$ cat config.mk
export PLATFORM = sky130hd
export DESIGN_NAME = pwm_duty_ctrl_flat
export DESIGN_NICKNAME = d
export VERILOG_FILES = /design/src/rtl/pwm_duty_ctrl_if.sv /design/src/rtl/pwm_duty_ctrl.sv /design/src/flat_wrapper.sv
export SDC_FILE = /design/constraint.sdc
export NUM_CORES = 1
export LEC_CHECK = 0
export BUFFER_PORTS_ARGS = -buffer_cell sky130_fd_sc_hd__buf_2
export CAP_MARGIN = 10
export CORE_UTILIZATION = 40
export DETAILED_ROUTE_END_ITERATION = 8
export PLACE_DENSITY = 0.66
export SYNTH_ARGS = -nofsm -noshare
export SYNTH_HDL_FRONTEND = slang
export SYNTH_SLANG_ARGS = --single-unit
$ cat constraint.sdc
create_clock -name clk -period 2.78 [get_ports clk]
set_input_delay 0.556 -clock clk [delete_from_list [all_inputs] [get_ports clk]]
set_output_delay 0.556 -clock clk [all_outputs]
set_load 0.02 [all_outputs]
$ cat src/rtl/pwm_duty_ctrl_if.sv
// Button inputs and duty/mode outputs of the PWM duty-cycle controller.
//   btn_up_i / btn_dn_i / btn_mode_i : raw asynchronous push-buttons
//   duty_o     : current duty value (7 bits)
//   mode_o     : current controller mode (00 MANUAL, 01 BREATHE_UP, 10 BREATHE_DN)
//   duty_upd_o : one-cycle pulse in the first cycle duty_o holds a new value
interface pwm_duty_ctrl_if;
  localparam int unsigned DUTY_W = 7;
  localparam int unsigned MODE_W = 2;

  logic              btn_up_i;
  logic              btn_dn_i;
  logic              btn_mode_i;
  logic [DUTY_W-1:0] duty_o;
  logic [MODE_W-1:0] mode_o;
  logic              duty_upd_o;

  // Controller side
  modport slave (
    input  btn_up_i, btn_dn_i, btn_mode_i,
    output duty_o, mode_o, duty_upd_o
  );

  // Button/board side
  modport master (
    output btn_up_i, btn_dn_i, btn_mode_i,
    input  duty_o, mode_o, duty_upd_o
  );
endinterface

$ cat src/rtl/pwm_duty_ctrl.sv
// Duty-cycle controller for the PWM/LED datapath: debounces up/down/mode
// buttons and sequences the shared 7-bit duty value, either by manual steps
// or by an automatic up/down "breathing" ramp.
//   clk   : system clock, rising edge
//   rst_i : synchronous active-high reset
//   bus   : buttons in, duty/mode/update-pulse out (all outputs registered)
module pwm_duty_ctrl #(
  parameter int unsigned DEBOUNCE_CYCLES = 500000,
  parameter int unsigned STEP_CYCLES     = 1000000,
  parameter int unsigned DUTY_MAX        = 99,
  parameter int unsigned STEP            = 1
) (
  input  logic            clk,
  input  logic            rst_i,
  pwm_duty_ctrl_if.slave  bus
);

  localparam int unsigned DUTY_W  = 7;
  localparam int unsigned ARITH_W = 8;
  localparam int unsigned N_BTN   = 3;
  localparam int unsigned DB_CW   = $clog2(DEBOUNCE_CYCLES);
  localparam int unsigned TM_CW   = $clog2(STEP_CYCLES);

  // Button bit positions
  localparam int unsigned B_UP   = 0;
  localparam int unsigned B_DN   = 1;
  localparam int unsigned B_MODE = 2;

  typedef enum logic [1:0] {
    ST_MANUAL = 2'b00,
    ST_BUP    = 2'b01,
    ST_BDN    = 2'b10
  } state_e;

  // ---------------------------------------------------------------------
  // Input path: 2-flop synchroniser, stability counter, rising-edge pulse
  // ---------------------------------------------------------------------
  logic [N_BTN-1:0] btn_raw;
  logic [N_BTN-1:0] sync1_q, sync1_d;
  logic [N_BTN-1:0] sync2_q, sync2_d;
  logic [N_BTN-1:0] db_q, db_d;
  logic [N_BTN-1:0] db_prev_q, db_prev_d;
  logic [DB_CW-1:0] cnt_q [N_BTN];
  logic [DB_CW-1:0] cnt_d [N_BTN];
  logic [N_BTN-1:0] press;

  assign btn_raw = {bus.btn_mode_i, bus.btn_dn_i, bus.btn_up_i};

  // Debounce next-state: counter runs only while synced level differs from db
  always_comb begin
    sync1_d   = btn_raw;
    sync2_d   = sync1_q;
    db_prev_d = db_q;
    db_d      = db_q;
    for (int i = 0; i < int'(N_BTN); i++) begin
      cnt_d[i] = '0;
      if (sync2_q[i] != db_q[i]) begin
        if (cnt_q[i] == DB_CW'(DEBOUNCE_CYCLES - 1)) begin
          db_d[i] = sync2_q[i];
        end else begin
          cnt_d[i] = cnt_q[i] + DB_CW'(1);
        end
      end
    end
  end

  always_ff @(posedge clk) begin
    if (rst_i) begin
      sync1_q   <= '0;
      sync2_q   <= '0;
      db_q      <= '0;
      db_prev_q <= '0;
      for (int i = 0; i < int'(N_BTN); i++) cnt_q[i] <= '0;
    end else begin
      sync1_q   <= sync1_d;
      sync2_q   <= sync2_d;
      db_q      <= db_d;
      db_prev_q <= db_prev_d;
      for (int i = 0; i < int'(N_BTN); i++) cnt_q[i] <= cnt_d[i];
    end
  end

  assign press = db_q & ~db_prev_q;

  // ---------------------------------------------------------------------
  // Duty sequencer
  // ---------------------------------------------------------------------
  state_e             state_q, state_d;
  logic [DUTY_W-1:0]  duty_q, duty_d;
  logic [TM_CW-1:0]   timer_q, timer_d;
  logic               upd_q, upd_d;

  logic               tc;
  logic [ARITH_W-1:0] duty_ext;
  logic [ARITH_W-1:0] duty_sum;
  logic [DUTY_W-1:0]  duty_inc;
  logic [DUTY_W-1:0]  duty_dec;

  // Saturating step arithmetic, done in 8 bits so the sum cannot wrap
  assign tc       = (timer_q == TM_CW'(STEP_CYCLES - 1));
  assign duty_ext = {1'b0, duty_q};
  assign duty_sum = duty_ext + ARITH_W'(STEP);
  assign duty_inc = (duty_sum > ARITH_W'(DUTY_MAX)) ? DUTY_W'(DUTY_MAX) : duty_sum[DUTY_W-1:0];
  assign duty_dec = (duty_ext < ARITH_W'(STEP)) ? '0 : DUTY_W'(duty_ext - ARITH_W'(STEP));

  // State register
  always_ff @(posedge clk) begin
    if (rst_i) begin
      state_q <= ST_MANUAL;
      duty_q  <= '0;
      timer_q <= '0;
      upd_q   <= 1'b0;
    end else begin
      state_q <= state_d;
      duty_q  <= duty_d;
      timer_q <= timer_d;
      upd_q   <= upd_d;
    end
  end

  // Next-state logic; a mode press always takes priority
  always_comb begin
    state_d = state_q;
    unique case (state_q)
      ST_MANUAL: begin
        if (press[B_MODE]) begin
          state_d = (duty_q == DUTY_W'(DUTY_MAX)) ? ST_BDN : ST_BUP;
        end
      end
      ST_BUP: begin
        if (press[B_MODE]) begin
          state_d = ST_MANUAL;
        end else if (tc && (duty_inc == DUTY_W'(DUTY_MAX))) begin
          state_d = ST_BDN;
        end
      end
      ST_BDN: begin
        if (press[B_MODE]) begin
          state_d = ST_MANUAL;
        end else if (tc && (duty_dec == '0)) begin
          state_d = ST_BUP;
        end
      end
      default: state_d = ST_MANUAL;
    endcase
  end

  // Datapath/output logic; timer idles at 0 outside the breathe ramps
  always_comb begin
    duty_d  = duty_q;
    timer_d = '0;
    unique case (state_q)
      ST_MANUAL: begin
        if (!press[B_MODE]) begin
          if (press[B_UP] && !press[B_DN]) begin
            duty_d = duty_inc;
          end else if (press[B_DN] && !press[B_UP]) begin
            duty_d = duty_dec;
          end
        end
      end
      ST_BUP: begin
        if (!press[B_MODE]) begin
          timer_d = tc ? '0 : timer_q + TM_CW'(1);
          if (tc) duty_d = duty_inc;
        end
      end
      ST_BDN: begin
        if (!press[B_MODE]) begin
          timer_d = tc ? '0 : timer_q + TM_CW'(1);
          if (tc) duty_d = duty_dec;
        end
      end
      default: begin
        duty_d  = duty_q;
        timer_d = '0;
      end
    endcase
    upd_d = (duty_d != duty_q);
  end

  assign bus.duty_o     = duty_q;
  assign bus.mode_o     = state_q;
  assign bus.duty_upd_o = upd_q;

endmodule

$ cat src/flat_wrapper.sv
// flat-port wrapper written by rule: the top's interface ports become plain ports
module pwm_duty_ctrl_flat 
#(
  parameter int unsigned DEBOUNCE_CYCLES = 500000,
  parameter int unsigned STEP_CYCLES     = 1000000,
  parameter int unsigned DUTY_MAX        = 99,
  parameter int unsigned STEP            = 1
)
  (clk, rst_i, bus_btn_up_i, bus_btn_dn_i, bus_btn_mode_i, bus_duty_o, bus_mode_o, bus_duty_upd_o);
  pwm_duty_ctrl_if bus_i ();
  input  logic clk;
  input  logic rst_i;
  input wire logic [$bits(bus_i.btn_up_i)-1:0] bus_btn_up_i;
  input wire logic [$bits(bus_i.btn_dn_i)-1:0] bus_btn_dn_i;
  input wire logic [$bits(bus_i.btn_mode_i)-1:0] bus_btn_mode_i;
  output wire logic [$bits(bus_i.duty_o)-1:0] bus_duty_o;
  output wire logic [$bits(bus_i.mode_o)-1:0] bus_mode_o;
  output wire logic [$bits(bus_i.duty_upd_o)-1:0] bus_duty_upd_o;
  assign bus_i.btn_up_i = bus_btn_up_i;
  assign bus_i.btn_dn_i = bus_btn_dn_i;
  assign bus_i.btn_mode_i = bus_btn_mode_i;
  assign bus_duty_o = bus_i.duty_o;
  assign bus_mode_o = bus_i.mode_o;
  assign bus_duty_upd_o = bus_i.duty_upd_o;
  pwm_duty_ctrl #(.DEBOUNCE_CYCLES(DEBOUNCE_CYCLES), .STEP_CYCLES(STEP_CYCLES), .DUTY_MAX(DUTY_MAX), .STEP(STEP)) u_core (.clk(clk), .rst_i(rst_i), .bus(bus_i));
endmodule
==> results.json <==
{
  "fin_crit_sh": 1.040,
  "drt-pass1-iter-count": 4,
  "register_area_mm2": 0.001984,
  "viasPerCell": 5.353,
  "r2r_start": "u_core.timer_q[8]",
  "arrival_ns": 3.11,
  "cts_buffer_depth": 2,
  "synth_edf_count": 0,
  "synth_area_leaders": "dfxtp_1, nor2_1, xor2_1, xnor2_1, nand3_1",
  "cp_max_fo": 4,
  "antenna_cells": 0,
  "fin_skew_ns": 0.008099,
  "dp_slack_ns": -0.1509,
  "htreeDepth": 3,
  "grt.overflow.total": 0,
  "ir_worst_vdd_v": 0.0002973,
  "multi_input_area_mm2": 0.002819,
  "cts.reportedPaths.clkPinSlew_ns": 0.07,
  "reg2reg_setup_slack_ns": -0.11,
  "fin_nets": 659,
  "drt_iter0_drc": 213,
  "die_y_um": 113.2,
  "finalCriticalPeriod_ns": 2.892,
  "yosysSeqAreaShare": 0.4005,
  "synth_largest_area_cell": "dfxtp_1",
  "core-area_mm2": 0.01201,
  "post-cts-setup-buffers": 0,
  "fmax_mhz": 345.8,
  "synth-async-reset-ratio": 0,
  "syn_avg_cell_area_um2": 8.220,
  "ys_seq_elements": 99,
  "grt_pass1_wl_um": 19400,
  "syn_area_mm2": 0.004948,
  "criticalPathCategory": "reg2reg",
  "synthTopCellsByCount": "nor2_1, dfxtp_1, nand2_1",
  "tritoncts": "built",
  "syn_inst": 602,
  "wl_met1_um": 5358,
  "wl_per_cell_um": 14.23,
  "synth_ff_type": "dfxtp_1",
  "power.leakage_nw": 1.959,
  "min_to": "u_core.sync1_q[0]",
  "highest_layer": "met4",
  "antenna_found_initial": 0,
  "cp.required_ns": 3.00,
  "start_kind": "flop",
  "wl_met2_um": 5107,
  "cap_violations": 0,
  "core.rowCount": 40,
  "hp-start": "bus_btn_up_i",
  "status": "finished, violations left",
  "worstSetupEndpointType": "flop",
  "hold_path_class": "in2reg",
  "port_buffers": 14,
  "synth_most_common_cell": "nor2_1",
  "worstSkewPairLatency_ns": 0.35,
  "drt-total-wl_um": 11310,
  "wl_met3_um": 553,
  "fill_cells": 1173,
  "power_density_mw_per_mm2": 513.8,
  "worst_hold_path.num_cells": 2,
  "reg2reg_depth": 7,
  "numCtsBuffers": 9,
  "cts.sinks": 99,
  "setup_viol": 2,
  "max_slew.worst_pin.slew_ns": 0.5976,
  "rsz0062_at_grt": "true",
  "synth_top_area_share": 0.4005,
  "die_x_um": 113.2,
  "placed_cell_area_mm2": 0.005403,
  "slew_headroom": 0.5913,
  "timing.final.hold_violations": 0,
  "ant_nets": 0,
  "drcViolationCount": 0,
  "stdcell_area_mm2": 0.005720,
  "initial_core_util": 0.4120,
  "drive_gt1_frac": 0.1250,
  "grt_max_degree": 21,
  "via_count": 4256,
  "grt_pass1_vias": 4116,
  "yosys_warnings": 0,
  "gp_congestion": 0.8761,
  "cts-root-buf": "clkbuf_16",
  "hpwl_um": 8238,
  "die-area_mm2": 0.01282,
  "cts_hold_buf": 0,
  "grt_use_total": 0.1896,
  "slew_violations": 0,
  "synthDistinctLibCells": 59,
  "violations": "setup timing",
  "worst_slack_ns": -0.1119,
  "ios": 15,
  "r2r-end": "u_core.bus.duty_upd_o",
  "syn-num-nets": 617,
  "syn_to_final_growth_pct": 15.60
}
==> per-stage QoR <==
stage	util	instances	hold slack, ns	total power, mW	TNS [ns]
global route	0.4763	795	0.4455	3.046	-0.2099
detailed placement	0.4498	780	0.4255	1.644	-0.1552
global placement	0.4498	780	0.4277	1.642	-0.1495
CTS	0.4763	795	0.4279	2.982	-0.1049
floorplan	-	602	0.4138	1.597	-0.05670
finish	0.4763	795	0.4310	2.939	-0.1148
==> registers in the layout, indices dropped and copies added (netlist names) <==
register	cells
u_core.bus.mode_o	2
u_core.sync1_q	3
u_core.db_prev_d	3
u_core.timer_q	20
u_core.sync2_q	3
u_core.db_prev_q	3
u_core.bus.duty_upd_o	1
u_core.bus.duty_o	7
u_core.cnt_q	57
==> logic make-up after synthesis <==
kind of cell,count (synthesis),synth area share
simple gates,310,0.3090
flops,99,0.4005
compound gates,72,0.1037
xor+xnor,68,0.1204
buf+inv,38,0.03059
fa+ha+maj,10,0.02528
mux,5,0.01062
==> what timing repair did <==
item / CTS / global route
setup endpoints to repair: 2 / 3
gates resized for setup: 1 / 1
pin swaps: 0 / 1
==> cell type report <==
cell class / count / share of cell area
clock buffer: 9 / 0.03937
sequential: 99 / 0.3469
multi-input combinational: 465 / 0.4928
timing repair buffer: 52 / 0.06212
tap: 147 / 0.03215
inverter: 17 / 0.01115
clock inverter: 6 / 0.01553
==> power breakdown <==
| group | total, mW | leakage (nW) | switching, mW | internal [mW] |
|---|---|---|---|---|
| clock | 1.33 | 0.148 | 0.542 | 0.785 |
| sequential | 1.44 | 0.800 | 0.0105 | 1.43 |
| combinational | 0.171 | 1.01 | 0.111 | 0.0603 |
==> worst max-delay path by stage <==
stage | startpoint | end | slack, ns
after detailed placement | u_core.timer_q[8] | u_core.bus.duty_upd_o | -0.15
after global routing | u_core.timer_q[8] | u_core.bus.duty_upd_o | -0.17
after CTS | u_core.timer_q[8] | u_core.bus.duty_upd_o | -0.10
after floorplan | u_core.timer_q[8] | u_core.bus.duty_upd_o | -0.06
final | u_core.timer_q[8] | u_core.bus.duty_upd_o | -0.11
after global placement | u_core.timer_q[8] | u_core.bus.duty_upd_o | -0.11
==> routing by layer <==
metal	vias to the layer above	GRT usage
li1	2183	-
met1	1970	0.2415
met2	80	0.3022
met3	23	0.04499
met4	0	0.09035
met5	-	0
==> critical path, cell delays in order (launching register included) <==
cell	delay, ns
dfxtp_2	0.32
or4b_1	0.50
or4_4	0.58
o21a_4	0.25
or4_4	0.42
o211a_1	0.24
o41ai_2	0.32
a31oi_1	0.14
==> placed cells by master (no fill, tap or decap), drive strengths merged, types with 3 or more instances in the layout <==
cell type and count:
clkbuf 9, nor2 107, nor4b 3, and2 3, nand4 12, a21oi 14, or3 15, dfxtp 99
a211oi 5, nor3 15, inv 18, xnor2 27, or4 6, nand2 49, nand3b 5, mux2i 3
and4 3, nand2b 8, xor2 41, o31ai 3, and3 13, ha 10, nor4 11, buf 52
a2111oi 3, nor2b 13, o21ai 16, a31oi 4, nand3 41
Note: power is estimated with default switching activity, not from simulation.
